## src/rtl/counter_pkg.sv

```systemverilog
// Shared helpers for the modulo-N counter: prescaler width sizing and
// elaboration-time legality checks for MODULUS and PRESCALE.
package counter_pkg;

  localparam longint unsigned PRESCALE_MAX = 64'd65536;

  // Ceiling log2; returns 0 for values of 0 or 1.
  function automatic int clog2(input longint unsigned value);
    int               r;
    longint unsigned  v;
    r = 0;
    v = (value > 0) ? value - 1 : 0;
    while (v > 0) begin
      r = r + 1;
      v = v >> 1;
    end
    return r;
  endfunction

  // 2 <= modulus <= 2^width
  function automatic bit modulus_legal(input int width, input longint modulus);
    return (modulus >= 2) && (longint'(modulus) <= (longint'(1) << width));
  endfunction

  // 1 <= prescale <= 65536
  function automatic bit prescale_legal(input longint prescale);
    return (prescale >= 1) && (longint'(prescale) <= longint'(PRESCALE_MAX));
  endfunction

endpackage

```

## src/rtl/counter_prescaler.sv

```systemverilog
// Divides the enable stream by PRESCALE: step pulses on every PRESCALE-th
// enabled cycle. sync_clr restarts the division. PRESCALE=1 is pure wiring.
module counter_prescaler
  import counter_pkg::*;
#(
  parameter int PRESCALE = 1
) (
  input  logic clk,
  input  logic rst,
  input  logic en,
  input  logic sync_clr,
  output logic step
);

  generate
    if (PRESCALE == 1) begin : g_bypass
      // No state; clk/rst are consumed only to keep the port list uniform.
      logic w_unused;
      assign w_unused = clk ^ rst;
      assign step     = en & ~sync_clr;
    end else begin : g_div
      localparam int              PW   = clog2(longint'(PRESCALE));
      localparam logic [PW-1:0]   LAST = PW'(PRESCALE - 1);

      logic [PW-1:0] r_cnt;

      assign step = en & ~sync_clr & (r_cnt == LAST);

      // Enabled-cycle counter; holds while en=0, restarts on clear or terminal count.
      always_ff @(posedge clk or posedge rst) begin
        if (rst) begin
          r_cnt <= '0;
        end else if (sync_clr) begin
          r_cnt <= '0;
        end else if (en) begin
          if (r_cnt == LAST) r_cnt <= '0;
          else               r_cnt <= r_cnt + PW'(1);
        end
      end
    end
  endgenerate

endmodule

```

## src/rtl/counter_mod_n.sv

```systemverilog
// Up/down modulo-MODULUS counter with enable, synchronous clear, clamped
// parallel load, optional prescaler, registered wrap pulse and a
// combinational at-limit flag.
// Optional feature macro: COUNTER_MOD_N_SATURATE_EN -- boundary steps hold
// the count instead of wrapping, and wrap stays 0.
module counter_mod_n
  import counter_pkg::*;
#(
  parameter int WIDTH    = 4,
  parameter int MODULUS  = 16,
  parameter int PRESCALE = 1
) (
  input  logic             clk,
  input  logic             rst,
  input  logic             en,
  input  logic             up,
  input  logic             clr,
  input  logic             load,
  input  logic [WIDTH-1:0] load_val,
  output logic [WIDTH-1:0] count,
  output logic             wrap,
  output logic             at_limit
);

  generate
    if (!modulus_legal(WIDTH, longint'(MODULUS))) begin : g_bad_modulus
      $error("counter_mod_n: MODULUS must satisfy 2 <= MODULUS <= 2**WIDTH");
    end
    if (!prescale_legal(longint'(PRESCALE))) begin : g_bad_prescale
      $error("counter_mod_n: PRESCALE must satisfy 1 <= PRESCALE <= 65536");
    end
  endgenerate

  localparam logic [WIDTH-1:0] MAX_CNT = WIDTH'(MODULUS - 1);

  logic [WIDTH-1:0] r_count;
  logic             r_wrap;
  logic [WIDTH-1:0] w_count_nxt;
  logic             w_wrap_nxt;
  logic [WIDTH-1:0] w_load_clamped;
  logic             w_step;

  counter_prescaler #(
    .PRESCALE (PRESCALE)
  ) u_prescaler (
    .clk      (clk),
    .rst      (rst),
    .en       (en),
    .sync_clr (clr | load),
    .step     (w_step)
  );

  assign w_load_clamped = (load_val > MAX_CNT) ? MAX_CNT : load_val;

  // Next count and wrap: clr beats load beats step; wrap only on a boundary step.
  always_comb begin
    w_count_nxt = r_count;
    w_wrap_nxt  = 1'b0;
    if (clr) begin
      w_count_nxt = '0;
    end else if (load) begin
      w_count_nxt = w_load_clamped;
    end else if (w_step) begin
      if (up) begin
        if (r_count == MAX_CNT) begin
`ifdef COUNTER_MOD_N_SATURATE_EN
          w_count_nxt = MAX_CNT;
`else
          w_count_nxt = '0;
          w_wrap_nxt  = 1'b1;
`endif
        end else begin
          w_count_nxt = r_count + WIDTH'(1);
        end
      end else begin
        if (r_count == '0) begin
`ifdef COUNTER_MOD_N_SATURATE_EN
          w_count_nxt = '0;
`else
          w_count_nxt = MAX_CNT;
          w_wrap_nxt  = 1'b1;
`endif
        end else begin
          w_count_nxt = r_count - WIDTH'(1);
        end
      end
    end
  end

  // Count and wrap registers with asynchronous reset.
  always_ff @(posedge clk or posedge rst) begin
    if (rst) begin
      r_count <= '0;
      r_wrap  <= 1'b0;
    end else begin
      r_count <= w_count_nxt;
      r_wrap  <= w_wrap_nxt;
    end
  end

  assign count    = r_count;
  assign wrap     = r_wrap;
  assign at_limit = up ? (r_count == MAX_CNT) : (r_count == '0);

endmodule
```

## config.mk

```make
export PLATFORM = sky130hd
export DESIGN_NAME = counter_mod_n
export DESIGN_NICKNAME = d
export VERILOG_FILES = /design/src/rtl/counter_pkg.sv /design/src/rtl/counter_prescaler.sv /design/src/rtl/counter_mod_n.sv
export SDC_FILE = /design/constraint.sdc
export NUM_CORES = 1
export LEC_CHECK = 0
export ABC_AREA = 1
export CORE_AREA = 2 2 39 41
export CTS_CLUSTER_DIAMETER = 100
export CTS_CLUSTER_SIZE = 12
export DETAILED_ROUTE_END_ITERATION = 7
export DIE_AREA = 0 0 41 43
export DONT_BUFFER_PORTS = 1
export PLACE_DENSITY = 0.51
export SLEW_MARGIN = 20
export SYNTH_ARGS = -nofsm -noshare
export SYNTH_HDL_FRONTEND = slang
export SYNTH_SLANG_ARGS = --single-unit
export TNS_END_PERCENT = 30
```

## constraint.sdc

```tcl
create_clock -name clk -period 3.28 [get_ports clk]
set_clock_uncertainty 0.15 [all_clocks]
set_input_delay 0.328 -clock clk [delete_from_list [all_inputs] [get_ports clk]]
set_output_delay 0.328 -clock clk [all_outputs]
set_load 0.01 [all_outputs]
```

==> reports/metrics.csv <==
stage,metric,value,unit
placed_design,hpwl,795.7,um
cts,clk_latency,0.25,ns
detailed_routing,dr.pass1.iters,1,
setup_path,arrival,1.46,ns
floorplanning,core_area,1384,um^2
setup_path,criticalPathCategory,flip-flop to output port,
global_routing,grt_pass1_wl,1649,um
synthesis,syn_nets,77,
sta,slew-limit-headroom,0.6696,
setup_path,rr_endpoint,count[1],
worst_hold_path,min_path_type,input port to flip-flop,
synthesis,yosys.cell_count.top_type,nand2_1,
detailed_routing,route.detailed.drc,0,
cells_and_area,design_area,484.2,um^2
cts,clockBufferDepth,2,
setup_path,cp_slowest_cell,dfrtp_1,
setup_path,cpLargestDelayFamily,flip-flops,
synthesis,synth_top_flop_cell,dfrtp_1,
setup_path,critPathCapture,at_limit,
sta,min_period,1.938,ns
sta,hold_viol_final,0,
sta,grt_setup_unrepaired,no,
global_routing,grt_usage,0.1443,
sta,setup_ws,1.342,ns
synthesis,ys_top_cells_by_area,"dfrtp_1 (28%), nand2_1 (12%), ha_1 (8.5%), inv_1 (7.7%), nor2_1 (6.8%)",
synthesis,syn_area,439.2,um^2
cells_and_area,ff_latch_area,125.1,um^2
cells_and_area,finish.utilization,0.3499,
cts,postCtsSetupBuffers,0,
detailed_routing,routed_wl,1001,um
placed_design,dpl.cell_count,79,
synthesis,synth-simple-area-share,0.3761,
setup_path,reg2regPathDepth,6,
synthesis,netlist.area_leader.share,0.2849,
synthesis,yosys.area_share.adder,0.08547,
cts,cts.clk_slew.worst_paths,0.05,ns
cts,clock-sinks,5,
cells_and_area,drive_above_1_share,0.1618,
placed_design,io_buffers,0,
cells_and_area,layout.nets,82,
global_routing,grt_max_degree,10,
pwr,irDropWorstVdd,0.2290,mV
setup_path,crit_buf_inv,2,
floorplanning,start_util,0.3174,
sta,fin_crit_sh,0.5909,
run,cap_violations,0,
cells_and_area,diodes,0,
placed_design,dpl_cell_area,447.9,um^2
synthesis,synth.area.mux_share,0,
synthesis,synth.cells.most_frequent,"nand2_1 (14), inv_1 (9), nor2_1 (8)",
status,status,"finished, final reports clean",
global_routing,grt_pass1_vias,396,
pwr,leakage,0.2559,nW
detailed_routing,drt_iter0_drc,0,
setup_path,crit_start,count[0],
cts,cts_inserted_buffers,3,
synthesis,ys_types,18,
synthesis,synthArstFlopShare,1.000,
floorplanning,die_h,43,um
floorplanning,num_rows,14,
sta,hold_slack,0.09465,ns
cells_and_area,fill_cells,151,
setup_path,end_kind,output port,
cts,clockRootBuffer,clkbuf_4,
pwr,p_per_area,423.7,nW/um^2
setup_path,r2r_slack,1.61,ns
synthesis,synth_xor_area_frac,0.01994,
sta,tns,0,ns
floorplanning,dieArea,1763,um^2
sta,setup_viol,0,
sta,fmaxAchievable,516.0,MHz
detailed_routing,ant_nets,0,
synthesis,yosysWarnings,0,
synthesis,synth_compound_area_frac,0.1140,
detailed_routing,via_per_inst,4.738,
synthesis,synth_edf_count,0,
setup_path,crit_chain,inv_1 > ha_1 > nand2_2 > nand2_2 > o21ai_0 > inv_1,
sta,slew_violations,0,
placed_design,place_ws,1.594,ns
global_routing,antenna_found_initial,0,
synthesis,ys_ff_latch,5,
synthesis,synth.yosys.seq_area_share,0.2849,
setup_path,crit_path_start_kind,flip-flop,
setup_path,required,2.80,ns
pwr,p_total,0.2052,mW
placed_design,gp_routability_congestion,0.7039,
global_routing,overflow,0,
detailed_routing,post_drt_wl_per_cell,11.92,um
cells_and_area,instances_no_fill,84,
sta,worstMarginPinSlew,0.4957,ns
floorplanning,ioPinCount,16,
setup_path,cp.depth,6,
cells_and_area,area_growth,10.26,%
synthesis,synthCells,64,
floorplanning,die_w,41,um
detailed_routing,vias,398,
synthesis,synth_top_family_by_area,simple AND/OR/NAND/NOR gates,
cts,cts_tree,built,
cts,htree_levels,1,
setup_path,r2r_start,count[0],
setup_path,path_max_fanout,6,
synthesis,syn_area_per_cell,6.862,um^2
setup_path,slowest_delay,0.48,ns
cells_and_area,multi_input_comb_area,261.5,um^2
synthesis,yosys.area.top_type,dfrtp_1,
[sequential cells by signal (all words and copies together), names as in the netlist]
signal / flops
wrap: 1
count: 4
[metal layers]
| layer | GRT usage | wire (um) | vias to the layer above |
|---|---|---|---|
| met4 | 0.04000 | 0 | 0 |
| met5 | 0 | 0 | - |
| li1 | - | - | 210 |
| met2 | 0.1969 | 467 | 19 |
| met1 | 0.1797 | 433 | 169 |
| met3 | 0.09948 | 100 | 0 |
[cell type report]
class	count	share of cell area
Timing Repair Buffer	1	0.02067
Sequential cell	5	0.2584
Inverter	11	0.08527
Tap cell	16	0.04134
Multi-Input combinational cell	47	0.5401
Clock buffer	4	0.05426
[kinds of logic (layout without fill, tap and decap cells)]
kind of cell / after synthesis / count (layout)
AND/OR/NAND/NOR: 34 / 34
AO/OA/AOI/OAI: 9 / 9
adder cells (fa/ha/maj): 3 / 3
buffers and inverters: 12 / 16
flip-flops: 5 / 5
XOR/XNOR: 1 / 1
[how the worst min path moves through the flow]
stage,from,to,slack (ns),cells past startpoint
5_1_grt,en,wrap,0.09,2
3_3_place_gp,rst,wrap,-0.03,1
2_1_floorplan,rst,count[0],-0.04,1
3_5_place_dp,rst,wrap,-0.02,1
6_report,en,count[2],0.09,3
4_1_cts,en,count[3],0.09,3
[worst register-to-register path, delay by kind of cell, from the launching register on]
kind,cells,cell delay [ns]
AO/OA/AOI/OAI,4,0.42
flip-flops,1,0.48
buffers and inverters,1,0.16
adder cells (fa/ha/maj),1,0.33
[cells in the final DEF, fill, tap and decap left out]
cell           count
nor2_4             2
ha_1               3
a21oi_1            2
nand2_1           14
o21ai_0            4
o22ai_1            1
nor2_1             8
inv_1              9
o21ai_1            1
nor3_2             1
dlygate4sd3_1      1
clkbuf_1           1
nand3_1            5
dfrtp_1            5
clkbuf_4           3
inv_2              2
nand4_1            1
nand2_2            3
o2111ai_1          1
xor2_1             1
[power breakdown]
group / switching (mW) / total (mW) / internal, mW
combinational: 0.0274 / 0.0476 / 0.0202
sequential: 0.0162 / 0.0831 / 0.0669
clock: 0.0283 / 0.0745 / 0.0462
total: 0.0719 / 0.205 / 0.133
[what timing repair did]
action                    CTS  global route
hold endpoints to repair    5             0
hold buffers                1             0
gates resized for setup     0             0
Note: power is estimated with default switching activity, not from simulation.
